--- src/rtl/div_issue_ctrl.sv ---
// rtl/div_issue_ctrl.sv - issue/drain sequencer between EX and the shared multi-cycle divider
// Optional divide-by-zero shortcut: DIV_CTRL_ZERO_BYPASS_EN.
module div_issue_ctrl #(
  parameter int DATA_W = 32,
  parameter int TAG_W  = 5
) (
  input  logic              div_clk,
  input  logic              resetn,
  input  logic              req_valid,
  output logic              req_ready,
  input  logic              req_signed,
  input  logic              req_op,
  input  logic [DATA_W-1:0] req_x,
  input  logic [DATA_W-1:0] req_y,
  input  logic [TAG_W-1:0]  req_tag,
  input  logic              flush,
  output logic              dv_start,
  output logic              dv_signed,
  output logic [DATA_W-1:0] dv_x,
  output logic [DATA_W-1:0] dv_y,
  input  logic [DATA_W-1:0] dv_s,
  input  logic [DATA_W-1:0] dv_r,
  input  logic              dv_complete,
  output logic              rsp_valid,
  input  logic              rsp_ready,
  output logic [DATA_W-1:0] rsp_data,
  output logic [TAG_W-1:0]  rsp_tag,
  output logic              busy
);

  typedef enum logic [2:0] {
    S_IDLE  = 3'd0,
    S_ISSUE = 3'd1,
    S_WAIT  = 3'd2,
    S_DRAIN = 3'd3,
    S_DONE  = 3'd4
  } state_t;

  state_t              state_q, state_d;
  logic [DATA_W-1:0]   x_q, x_d;
  logic [DATA_W-1:0]   y_q, y_d;
  logic [DATA_W-1:0]   rsp_data_q, rsp_data_d;
  logic                signed_q, signed_d;
  logic                op_q, op_d;
  logic [TAG_W-1:0]    tag_q, tag_d;
  logic                accept;

  assign req_ready = resetn & (state_q == S_IDLE) & ~flush;
  assign accept    = req_valid & req_ready;

  always_comb begin
    state_d    = state_q;
    x_d        = x_q;
    y_d        = y_q;
    signed_d   = signed_q;
    op_d       = op_q;
    tag_d      = tag_q;
    rsp_data_d = rsp_data_q;
    case (state_q)
      S_IDLE: begin
        if (accept) begin
          x_d      = req_x;
          y_d      = req_y;
          signed_d = req_signed;
          op_d     = req_op;
          tag_d    = req_tag;
`ifdef DIV_CTRL_ZERO_BYPASS_EN
          if (req_y == '0) begin
            rsp_data_d = req_op ? req_x : '1;
            state_d    = S_DONE;
          end else begin
            state_d = S_ISSUE;
          end
`else
          state_d = S_ISSUE;
`endif
        end
      end
      S_ISSUE: state_d = flush ? S_IDLE : S_WAIT;
      S_WAIT: begin
        // A completion that coincides with a flush is simply dropped; no drain needed.
        if (dv_complete) begin
          if (flush) begin
            state_d = S_IDLE;
          end else begin
            rsp_data_d = op_q ? dv_r : dv_s;
            state_d    = S_DONE;
          end
        end else if (flush) begin
          state_d = S_DRAIN;
        end
      end
      S_DRAIN: if (dv_complete) state_d = S_IDLE;
      S_DONE:  if (flush || rsp_ready) state_d = S_IDLE;
      default: state_d = S_IDLE;
    endcase
  end

  always_ff @(posedge div_clk) begin
    if (!resetn) begin
      state_q    <= S_IDLE;
      x_q        <= '0;
      y_q        <= '0;
      signed_q   <= 1'b0;
      op_q       <= 1'b0;
      tag_q      <= '0;
      rsp_data_q <= '0;
    end else begin
      state_q    <= state_d;
      x_q        <= x_d;
      y_q        <= y_d;
      signed_q   <= signed_d;
      op_q       <= op_d;
      tag_q      <= tag_d;
      rsp_data_q <= rsp_data_d;
    end
  end

  assign dv_start  = resetn & (state_q == S_ISSUE) & ~flush;
  assign dv_signed = signed_q;
  assign dv_x      = x_q;
  assign dv_y      = y_q;
  assign rsp_valid = (state_q == S_DONE);
  assign rsp_data  = rsp_data_q;
  assign rsp_tag   = tag_q;
  assign busy      = (state_q != S_IDLE);

endmodule

--- config.mk ---
export PLATFORM = sky130hd
export DESIGN_NAME = div_issue_ctrl
export DESIGN_NICKNAME = d
export VERILOG_FILES = /design/src/rtl/div_issue_ctrl.sv
export SDC_FILE = /design/constraint.sdc
export NUM_CORES = 1
export LEC_CHECK = 0
export BUFFER_PORTS_ARGS = -buffer_cell sky130_fd_sc_hd__buf_2
export CORE_MARGIN = 3
export CORE_UTILIZATION = 40
export DETAILED_ROUTE_END_ITERATION = 8
export PLACE_DENSITY = 0.74
export SLEW_MARGIN = 20
export SYNTH_ARGS = -nofsm -noshare
export SYNTH_HDL_FRONTEND = slang
export SYNTH_SLANG_ARGS = --single-unit
--- constraint.sdc ---
create_clock -name div_clk -period 1.9 [get_ports div_clk]
set_clock_uncertainty 0.1 [all_clocks]
set_input_delay 0.095 -clock div_clk [delete_from_list [all_inputs] [get_ports div_clk]]
set_output_delay 0.095 -clock div_clk [all_outputs]
set_load 0.05 [all_outputs]
==> impl_metrics.env, run 1 <==
export IMPL_cts_setup_buffers=0
export IMPL_p_leak_nw=3.63
export IMPL_wl_met2_um=7500
export IMPL_grt_start_max_net_pins=107
export IMPL_grt_usage_pct=23.8
export IMPL_synth_top_area_share_pct=48.3
export IMPL_rows=37
export IMPL_clk_pin_slew_ns=0.10
export IMPL_tns_ns=0
export IMPL_critPathRequiredTime_ns=2.05
export IMPL_tightest_slew_ns=0.470
export IMPL_final_nets=982
export IMPL_start_kind="flop"
export IMPL_post_synth_num_cell_types=25
export IMPL_hpwl_um=8990
export IMPL_synth_edf_count=0
export IMPL_cts_resized=0
export IMPL_hp_class="input pin to flop"
export IMPL_vias=4793
export IMPL_drive_above_1_share_pct=32.6
export IMPL_whs_ns=0.0176
export IMPL_final_util_pct=68.5
export IMPL_grt_pass1_wl_um=24400
export IMPL_syn_area_sq_um=4400
export IMPL_clock_root_buffer="clkbuf_8"
export IMPL_start_util_pct=41.8
export IMPL_syn_to_final_growth_pct=63.6
export IMPL_period_share_pct=95.9
export IMPL_synth_area_mux_share_pct=7.51
export IMPL_synth_area_leaders="dfxtp_1 (48%), nand2_1 (15%), a21boi_1 (12%)"
export IMPL_die_h_um=111
export IMPL_status="finished, final reports clean"
export IMPL_vias_per_cell=4.88
export IMPL_path_class="flop to flop"
export IMPL_report_final_slew_viol_count=0
export IMPL_yosysSeqAreaShare_pct=48.3
export IMPL_fillCellCount=740
export IMPL_ir_drop_mv=0.341
export IMPL_wirelength_um=15100
export IMPL_place_congestion=0.899
export IMPL_synth_fa_ha_area_share_pct=0
export IMPL_grt_pass1_vias=4944
export IMPL_coreArea_sq_um=10500
export IMPL_io_pins=247
export IMPL_yosys_top_cells_count="nand2_1 (178), dfxtp_1 (106), a21boi_1 (70)"
export IMPL_synth_area_per_cell_sq_um=9.10
export IMPL_hold_viol=0
export IMPL_setup_slack_ns=0.0775
export IMPL_synth_flop_cell="dfxtp_1"
export IMPL_drt_wirelength_per_cell_um=15.4
export IMPL_cts_tree="yes"
export IMPL_synth_compound_area_share_pct=20.0
export IMPL_die_w_um=111
export IMPL_overflow=0
export IMPL_grt_setup_unrepaired="no"
export IMPL_wl_met1_um=6090
export IMPL_design_die_area_sq_um=12300
export IMPL_maxSlewHeadroom_pct=68.2
export IMPL_dpl_cell_count=835
export IMPL_async_flop_share_pct=0
export IMPL_setup_viol_count_final=0
export IMPL_antenna_found_initial=2
export IMPL_cts_buffer_depth=2
export IMPL_route_detailed_drc=0
export IMPL_io_buffers=246
export IMPL_synth_warnings=0
export IMPL_cp_max_fo=17
export IMPL_htree_levels=3
export IMPL_synth_most_common_cell="nand2_1"
export IMPL_dr_wl_met3_um=1230
export IMPL_synth_top_cell_by_area="dfxtp_1"
export IMPL_crit_arrival_ns=1.98
export IMPL_maxCapViolations=0
export IMPL_synth_seq_cells=106
export IMPL_max_freq_mhz=549
export IMPL_fin_crit_ns=1.82
export IMPL_synth_simple_gate_area_share_pct=17.9
export IMPL_drt_first_pass_iters=5
export IMPL_instances_no_fill=983
export IMPL_detailedRoute_firstIterationViolations=345
export IMPL_cts_made_buffers=9
export IMPL_syn_nets=624
export IMPL_synth_xor_area_share_pct=0
export IMPL_final_antenna_net_count=0
export IMPL_clock_latency_ns=0.35
export IMPL_preCtsSetupSlack_ns=0.149
export IMPL_synth_top_family_by_area="compound AO/OA/AOI/OAI gates"
export IMPL_cts_sinks=106
export IMPL_top_layer="met5"
export IMPL_end_kind="flop"
export IMPL_synth_cells=483
export IMPL_p_per_area_nw_per_um2=627
==> worst max-delay path, stage by stage, from the launching register on <==
cell           delay (ns)
dfxtp_2              0.39
buf_12               0.19
mux2i_1              0.24
dlygate4sd3_1        0.60
nand2_1              0.06
o211a_1              0.14
==> metal layers <==
layer / track usage (%) / up-vias
li1: - / 2327
met1: 27.3 / 2227
met2: 42.0 / 211
met3: 7.75 / 26
met4: 7.55 / 2
met5: 0 / -
==> kinds of logic (layout without fill, tap and decap cells) <==
group	Yosys count	count (layout)
AO/OA/AOI/OAI	107	107
buffers and inverters	40	403
flip-flops	106	106
multiplexers	33	33
other	0	1
AND/OR/NAND/NOR	197	197
==> path summary, 6_finish.rpt <==
path / startpoint / end / slack, ns / cells after the start
min reg2reg: dv_y[5]$_SDFFE_PN0P_ / dv_y[5]$_SDFFE_PN0P_ / 0.36 / 2
max reg2reg: op_q$_SDFFE_PN0P_ / rsp_data[15]$_SDFFE_PN0P_ / 0.08 / 5
min: dv_r[29] / rsp_data[29]$_SDFFE_PN0P_ / 0.02 / 4
max: op_q$_SDFFE_PN0P_ / rsp_data[15]$_SDFFE_PN0P_ / 0.08 / 5
==> placed cells by master (no fill, tap or decap), types with 2 or more instances in the layout <==
master | synthesis | layout
mux2i_1 | 33 | 33
nor3b_1 | 4 | 3
dfxtp_1 | 106 | 105
buf_2 | 10 | 245
clkinv_2 | 0 | 2
buf_4 | 0 | 4
nor2_1 | 3 | 3
o211a_1 | 32 | 32
a21boi_1 | 70 | 70
nand2_1 | 178 | 178
clkbuf_8 | 0 | 11
nand2b_1 | 4 | 4
buf_12 | 0 | 6
dlygate4sd3_1 | 0 | 130
==> power by group <==
group | switching [mW] | leakage (nW) | internal [mW] | total, mW
clock | 0.750 | 0.0924 | 0.549 | 1.30
sequential | 0.0305 | 0.859 | 2.28 | 2.31
combinational | 0.467 | 2.68 | 0.437 | 0.904
total | 1.25 | 3.63 | 3.26 | 4.51
==> metrics by stage <==
stage	total power [mW]	area, sq um
2_1_floorplan	2.78	4400
3_3_place_gp	3.00	5680
3_5_place_dp	3.02	5680
4_1_cts	4.52	7170
5_1_grt	4.70	7190
6_report	4.51	7190
==> layout make-up <==
cell class | instances | area, sq um | share of cell area [%]
diodes | 1 | 2.50 | 0.0348
flip-flops and latches | 106 | 2120 | 29.5
clock inverters | 4 | 26.3 | 0.365
inverters | 1 | 3.75 | 0.0522
clock buffers | 12 | 155 | 2.16
repair buffers | 386 | 2700 | 37.6
well taps | 136 | 170 | 2.37
multi-input cells | 337 | 2010 | 27.9
==> repair_timing <==
item                                    in CTS  in global routing
endpoints found under the hold margin      103                  0
endpoints found under the setup margin       0                  4
hold buffers                               130                  0
==> registers in the layout, indices dropped and copies added (netlist names) <==
register and count:
rsp_tag 5, dv_x 32, op_q 1, rsp_data 32, state_q 3, dv_y 32, dv_signed 1
Note: power is estimated with default switching activity, not from simulation.
==> run 2, diff against run 1 <==
--- a/config.mk
+++ b/config.mk
@@ -6,8 +6,10 @@
 export NUM_CORES = 1
 export LEC_CHECK = 0
 export BUFFER_PORTS_ARGS = -buffer_cell sky130_fd_sc_hd__buf_2
+export CORE_ASPECT_RATIO = 0.9
 export CORE_MARGIN = 3
 export CORE_UTILIZATION = 40
+export CTS_BUF_LIST = sky130_fd_sc_hd__clkbuf_4 sky130_fd_sc_hd__clkbuf_8 sky130_fd_sc_hd__clkbuf_16
 export DETAILED_ROUTE_END_ITERATION = 8
 export PLACE_DENSITY = 0.74
 export SLEW_MARGIN = 20
==> run 2 against run 1 <==
Net effect:
- total power up 9.6%
- worst hold slack worse by 0.0090 ns
- clock-buffer cell count down 3
- critical path depth unchanged
- critical endpoint is now rsp_tag[2]$_SDFFE_PN0P_
- setup slack worse by 0.0063 ns
- sequential power about the same
- core utilization down 3.4 points
- clock power up 41%
==> impl_metrics.env, run 2 (synthesized netlist as in run 1, its figures left out) <==
export IMPL_whs_ns=0.00852
export IMPL_report_final_slew_viol_count=0
export IMPL_grt_setup_unrepaired="no"
export IMPL_die_h_um=105
export IMPL_stdcell_area_sq_um=6810
export IMPL_vias_per_cell=4.93
export IMPL_route_detailed_drc=0
export IMPL_drt_first_pass_iters=5
export IMPL_grt_pass1_wl_um=20700
export IMPL_dr_wl_met3_um=1150
export IMPL_top_layer="met4"
export IMPL_final_nets=935
export IMPL_start_kind="flop"
export IMPL_start_util_pct=42.0
export IMPL_io_buffers=246
export IMPL_grt_start_max_net_pins=72
export IMPL_path_class="flop to flop"
export IMPL_slowest_stage="or3_1"
export IMPL_drive_above_1_share_pct=34.6
export IMPL_tightest_slew_ns=0.470
export IMPL_grt_pass1_vias=4391
export IMPL_syn_to_final_growth_pct=54.8
export IMPL_tns_ns=0
export IMPL_grt_usage_pct=21.0
export IMPL_period_share_pct=96.3
export IMPL_drt_wirelength_per_cell_um=14.7
export IMPL_maxCapViolations=0
export IMPL_end_kind="flop"
export IMPL_htree_levels=3
export IMPL_clock_latency_ns=0.34
export IMPL_slowest_delay_ns=0.42
export IMPL_cts_tree="yes"
export IMPL_clock_root_buffer="clkbuf_16"
export IMPL_postCtsHoldBufs=83
export IMPL_hpwl_um=8760
export IMPL_critPathRequiredTime_ns=2.03
export IMPL_setup_viol_count_final=0
export IMPL_final_cell_mix="buf_2 (245), nand2_1 (178), dfxtp_1 (105)"
export IMPL_coreArea_sq_um=10500
export IMPL_wl_met2_um=6900
export IMPL_antenna_found_initial=0
export IMPL_rows=35
export IMPL_cts_setup_buffers=0
export IMPL_status="finished, final reports clean"
export IMPL_detailedRoute_firstIterationViolations=465
export IMPL_cts_sinks=106
export IMPL_io_pins=247
export IMPL_cp_max_fo=71
export IMPL_dpl_cell_count=829
export IMPL_ir_drop_mv=0.445
export IMPL_p_leak_nw=3.47
export IMPL_cts_buffer_depth=2
export IMPL_fillCellCount=833
export IMPL_max_freq_mhz=547
export IMPL_design_die_area_sq_um=12300
export IMPL_overflow=0
export IMPL_wl_met1_um=5310
export IMPL_instances_no_fill=927
export IMPL_setup_slack_ns=0.0711
export IMPL_crit_chain="or3_1 -> or2_2 -> buf_12 -> nand2_1 -> a21boi_1"
export IMPL_clk_pin_slew_ns=0.07
export IMPL_final_antenna_net_count=0
export IMPL_final_common_cell="buf_2"
export IMPL_final_util_pct=65.0
export IMPL_cts_resized=0
export IMPL_vias=4572
export IMPL_cts_made_buffers=9
export IMPL_maxSlewHeadroom_pct=68.7
export IMPL_power_mw=4.94
export IMPL_fin_crit_ns=1.83
export IMPL_hold_viol=0
export IMPL_die_w_um=117
export IMPL_preCtsSetupSlack_ns=0.142
export IMPL_antenna_cells=0
export IMPL_crit_arrival_ns=1.95
export IMPL_place_congestion=0.797
export IMPL_hp_class="input pin to flop"
export IMPL_p_per_area_nw_per_um2=726
export IMPL_place_area_sq_um=5680
export IMPL_wirelength_um=13600
-- run 2: cell count changes in the layout (fill, tap and decap cells not counted), sizes merged --
cell,before,now
dlygate4sd3,130,83
clkbuf,13,9
buf,255,256
bufinv,0,1
clkinv,3,2
clkinvlp,1,2
diode,1,0
inv,1,2
-- run 2: where the power goes --
group / switching, mW / total (mW) / internal [mW]
Combinational: 0.444 / 0.807 / 0.362
Clock: 0.811 / 1.83 / 1.02
Sequential: 0.0295 / 2.31 / 2.28
Total: 1.28 / 4.94 / 3.66
-- run 2: critical path, delay by kind of cell (launching register included) --
kind | cells | cell delay, ns
AOI/OAI and AO/OA | 1 | 0.09
buffers and inverters | 1 | 0.21
DFF | 1 | 0.37
and+or+nand+nor | 3 | 0.92
-- run 2: path summary, 6_finish.rpt --
check                           cells after the start                        end                    start  slack [ns]
worst max-delay path                                5    rsp_tag[2]$_SDFFE_PN0P_  state_q[1]$_SDFFE_PN0P_        0.07
worst min-delay path                                4  rsp_data[13]$_SDFFE_PN0P_                 dv_s[13]       0.009
worst max register to register                      5    rsp_tag[2]$_SDFFE_PN0P_  state_q[1]$_SDFFE_PN0P_        0.07
worst min register to register                      2      dv_x[13]$_SDFFE_PN0P_    dv_x[13]$_SDFFE_PN0P_        0.35
-- run 2: layout make-up --
type | count | area, sq um | area share (%)
Tap cell | 129 | 161 | 2.37
Inverter | 1 | 3.75 | 0.0551
Multi-Input combinational cell | 337 | 2010 | 29.5
Timing Repair Buffer | 339 | 2210 | 32.5
Clock inverter | 6 | 67.6 | 0.993
Sequential cell | 106 | 2120 | 31.2
Clock buffer | 9 | 225 | 3.31
-- run 2: routing by layer --
metal / vias to the layer above / global-route usage, %
met3: 20 / 6.14
met5: - / 0
met4: 0 / 6.63
li1: 2227 / -
met1: 2109 / 23.1
met2: 216 / 38.2
==> run 3, diff against run 2 <==
--- a/config.mk
+++ b/config.mk
@@ -6,12 +6,13 @@
 export NUM_CORES = 1
 export LEC_CHECK = 0
 export BUFFER_PORTS_ARGS = -buffer_cell sky130_fd_sc_hd__buf_2
+export CAP_MARGIN = 10
 export CORE_ASPECT_RATIO = 0.9
 export CORE_MARGIN = 3
 export CORE_UTILIZATION = 40
 export CTS_BUF_LIST = sky130_fd_sc_hd__clkbuf_4 sky130_fd_sc_hd__clkbuf_8 sky130_fd_sc_hd__clkbuf_16
 export DETAILED_ROUTE_END_ITERATION = 8
-export PLACE_DENSITY = 0.74
+export PLACE_DENSITY = 0.82
 export SLEW_MARGIN = 20
 export SYNTH_ARGS = -nofsm -noshare
 export SYNTH_HDL_FRONTEND = slang
==> run 3 against run 2 <==
Net effect:
- register-to-register slack better by 0.05 ns
- via count hardly changed
- combinational power hardly changed
- setup slack better by 0.053 ns
- routed wire length is 0.47% higher
- non-clock buffer count is 5 higher
- highest routed layer unchanged
==> impl_metrics.env, run 3 (synthesized netlist as in run 1, its figures left out) <==
export IMPL_route_detailed_drc=0
export IMPL_ir_drop_mv=0.622
export IMPL_crit_arrival_ns=1.90
export IMPL_final_common_cell="buf_2"
export IMPL_cts_sinks=106
export IMPL_hold_viol=0
export IMPL_period_share_pct=93.4
export IMPL_whs_ns=0.0136
export IMPL_drive_above_1_share_pct=35.1
export IMPL_clk_pin_slew_ns=0.07
export IMPL_report_final_slew_viol_count=0
export IMPL_hold_end="rsp_data[22]$_SDFFE_PN0P_"
export IMPL_final_antenna_net_count=0
export IMPL_antenna_cells=0
export IMPL_drt_first_pass_iters=4
export IMPL_grt_setup_unrepaired="no"
export IMPL_r2r_cells=5
export IMPL_antenna_found_initial=0
export IMPL_cts_made_buffers=9
export IMPL_setup_viol_count_final=0
export IMPL_start_util_pct=42.0
export IMPL_final_cell_mix="buf_2 (246), nand2_1 (178), dfxtp_1 (105)"
export IMPL_end_kind="flop"
export IMPL_fillCellCount=796
export IMPL_detailedRoute_firstIterationViolations=325
export IMPL_whs_path_depth=4
export IMPL_htree_levels=3
export IMPL_syn_to_final_growth_pct=56.6
export IMPL_max_freq_mhz=563
export IMPL_tns_ns=0
export IMPL_cts_tree="yes"
export IMPL_hpwl_um=8730
export IMPL_grt_usage_pct=21.1
export IMPL_coreArea_sq_um=10500
export IMPL_drt_wirelength_per_cell_um=14.7
export IMPL_timing_rr_end="dv_signed$_SDFFE_PN0P_"
export IMPL_die_w_um=117
export IMPL_design_die_area_sq_um=12300
export IMPL_hp_class="input pin to flop"
export IMPL_rows=35
export IMPL_multi_input_area_sq_um=2010
export IMPL_die_h_um=105
export IMPL_place_congestion=0.768
export IMPL_wirelength_um=13700
export IMPL_seqCellArea_sq_um=2120
export IMPL_path_class="flop to flop"
export IMPL_r2r_setup_slack_ns=0.12
export IMPL_final_nets=940
export IMPL_clock_root_buffer="clkbuf_16"
export IMPL_maxSlewHeadroom_pct=69.1
export IMPL_p_per_area_nw_per_um2=755
export IMPL_p_leak_nw=3.53
export IMPL_critPathRequiredTime_ns=2.02
export IMPL_fin_crit_ns=1.78
export IMPL_io_buffers=246
export IMPL_worstReg2RegStart="state_q[1]$_SDFFE_PN0P_"
export IMPL_overflow=0
export IMPL_grt_start_max_net_pins=72
export IMPL_worstHoldStart="dv_s[22]"
export IMPL_status="finished, final reports clean"
export IMPL_start_kind="flop"
export IMPL_cts_buffer_depth=2
export IMPL_grt_pass1_wl_um=20700
export IMPL_clock_latency_ns=0.33
export IMPL_grt_pass1_vias=4407
export IMPL_tightest_slew_ns=0.463
export IMPL_maxCapViolations=0
export IMPL_cp_max_fo=71
export IMPL_vias_per_cell=4.91
export IMPL_vias=4573
export IMPL_io_pins=247
[run 3: critical path, cell delays in order, from the launching register on]
cell and delay, ns:
dfxtp_1 0.37, or3_1 0.42, or2_2 0.35, buf_12 0.20, nand2_1 0.12, a21boi_1 0.07
[run 3: metal layers]
layer / part of all wire, % / global-route usage (%) / vias to the layer above
met5: 0 / 0 / -
met4: 2.3 / 8.12 / 0
met3: 8.0 / 6.54 / 31
met2: 51 / 38.3 / 209
met1: 38 / 22.3 / 2091
li1: - / - / 2242
[run 3: timing repair]
action,4_1_cts,5_1_grt
setup endpoints to repair,0,1
buffers inserted,0,5
hold endpoints to repair,80,0
gates resized for setup,0,1
hold buffers,83,0
[run 3: final cells by class]
cell class	instances	area share, %
Clock buffer	10	3.47
Clock inverter	5	1.49
Inverter	1	0.0545
Multi-Input combinational cell	337	29.3
Sequential cell	106	30.8
Tap cell	129	2.34
Timing Repair Buffer	344	32.6
[run 3: worst max path at each step]
| stage | slack, ns | cells after the start | from | endpoint |
|---|---|---|---|---|
| after CTS | 0.16 | 5 | state_q[1]$_SDFFE_PN0P_ | dv_x[17]$_SDFFE_PN0P_ |
| after global placement | 0.19 | 5 | state_q[1]$_SDFFE_PN0P_ | dv_x[9]$_SDFFE_PN0P_ |
| after detailed placement | 0.16 | 5 | state_q[1]$_SDFFE_PN0P_ | dv_x[17]$_SDFFE_PN0P_ |
| after floorplan | 0.08 | 3 | state_q[2]$_SDFFE_PN0P_ | req_ready |
| final | 0.12 | 5 | state_q[1]$_SDFFE_PN0P_ | dv_signed$_SDFFE_PN0P_ |
| after global routing | 0.04 | 5 | state_q[1]$_SDFFE_PN0P_ | dv_x[31]$_SDFFE_PN0P_ |
[run 3: power by group]
part           internal [mW]  switching [mW]
Clock                   1.31           0.771
Combinational          0.363           0.444
Sequential              2.28          0.0291
[run 3: per-stage QoR]
stage / instance area (sq um) / power, mW / instances / utilization, % / setup WS, ns
after floorplan: 4400 / 2.78 / 483 / - / 0.0807
after global placement: 5650 / 2.99 / 828 / 54.0 / 0.190
after CTS: 6820 / 5.24 / 926 / 65.2 / 0.156
after detailed placement: 5650 / 3.01 / 828 / 54.0 / 0.164
after global routing: 6890 / 5.41 / 932 / 65.8 / 0.0404
final: 6890 / 5.20 / 932 / 65.8 / 0.125
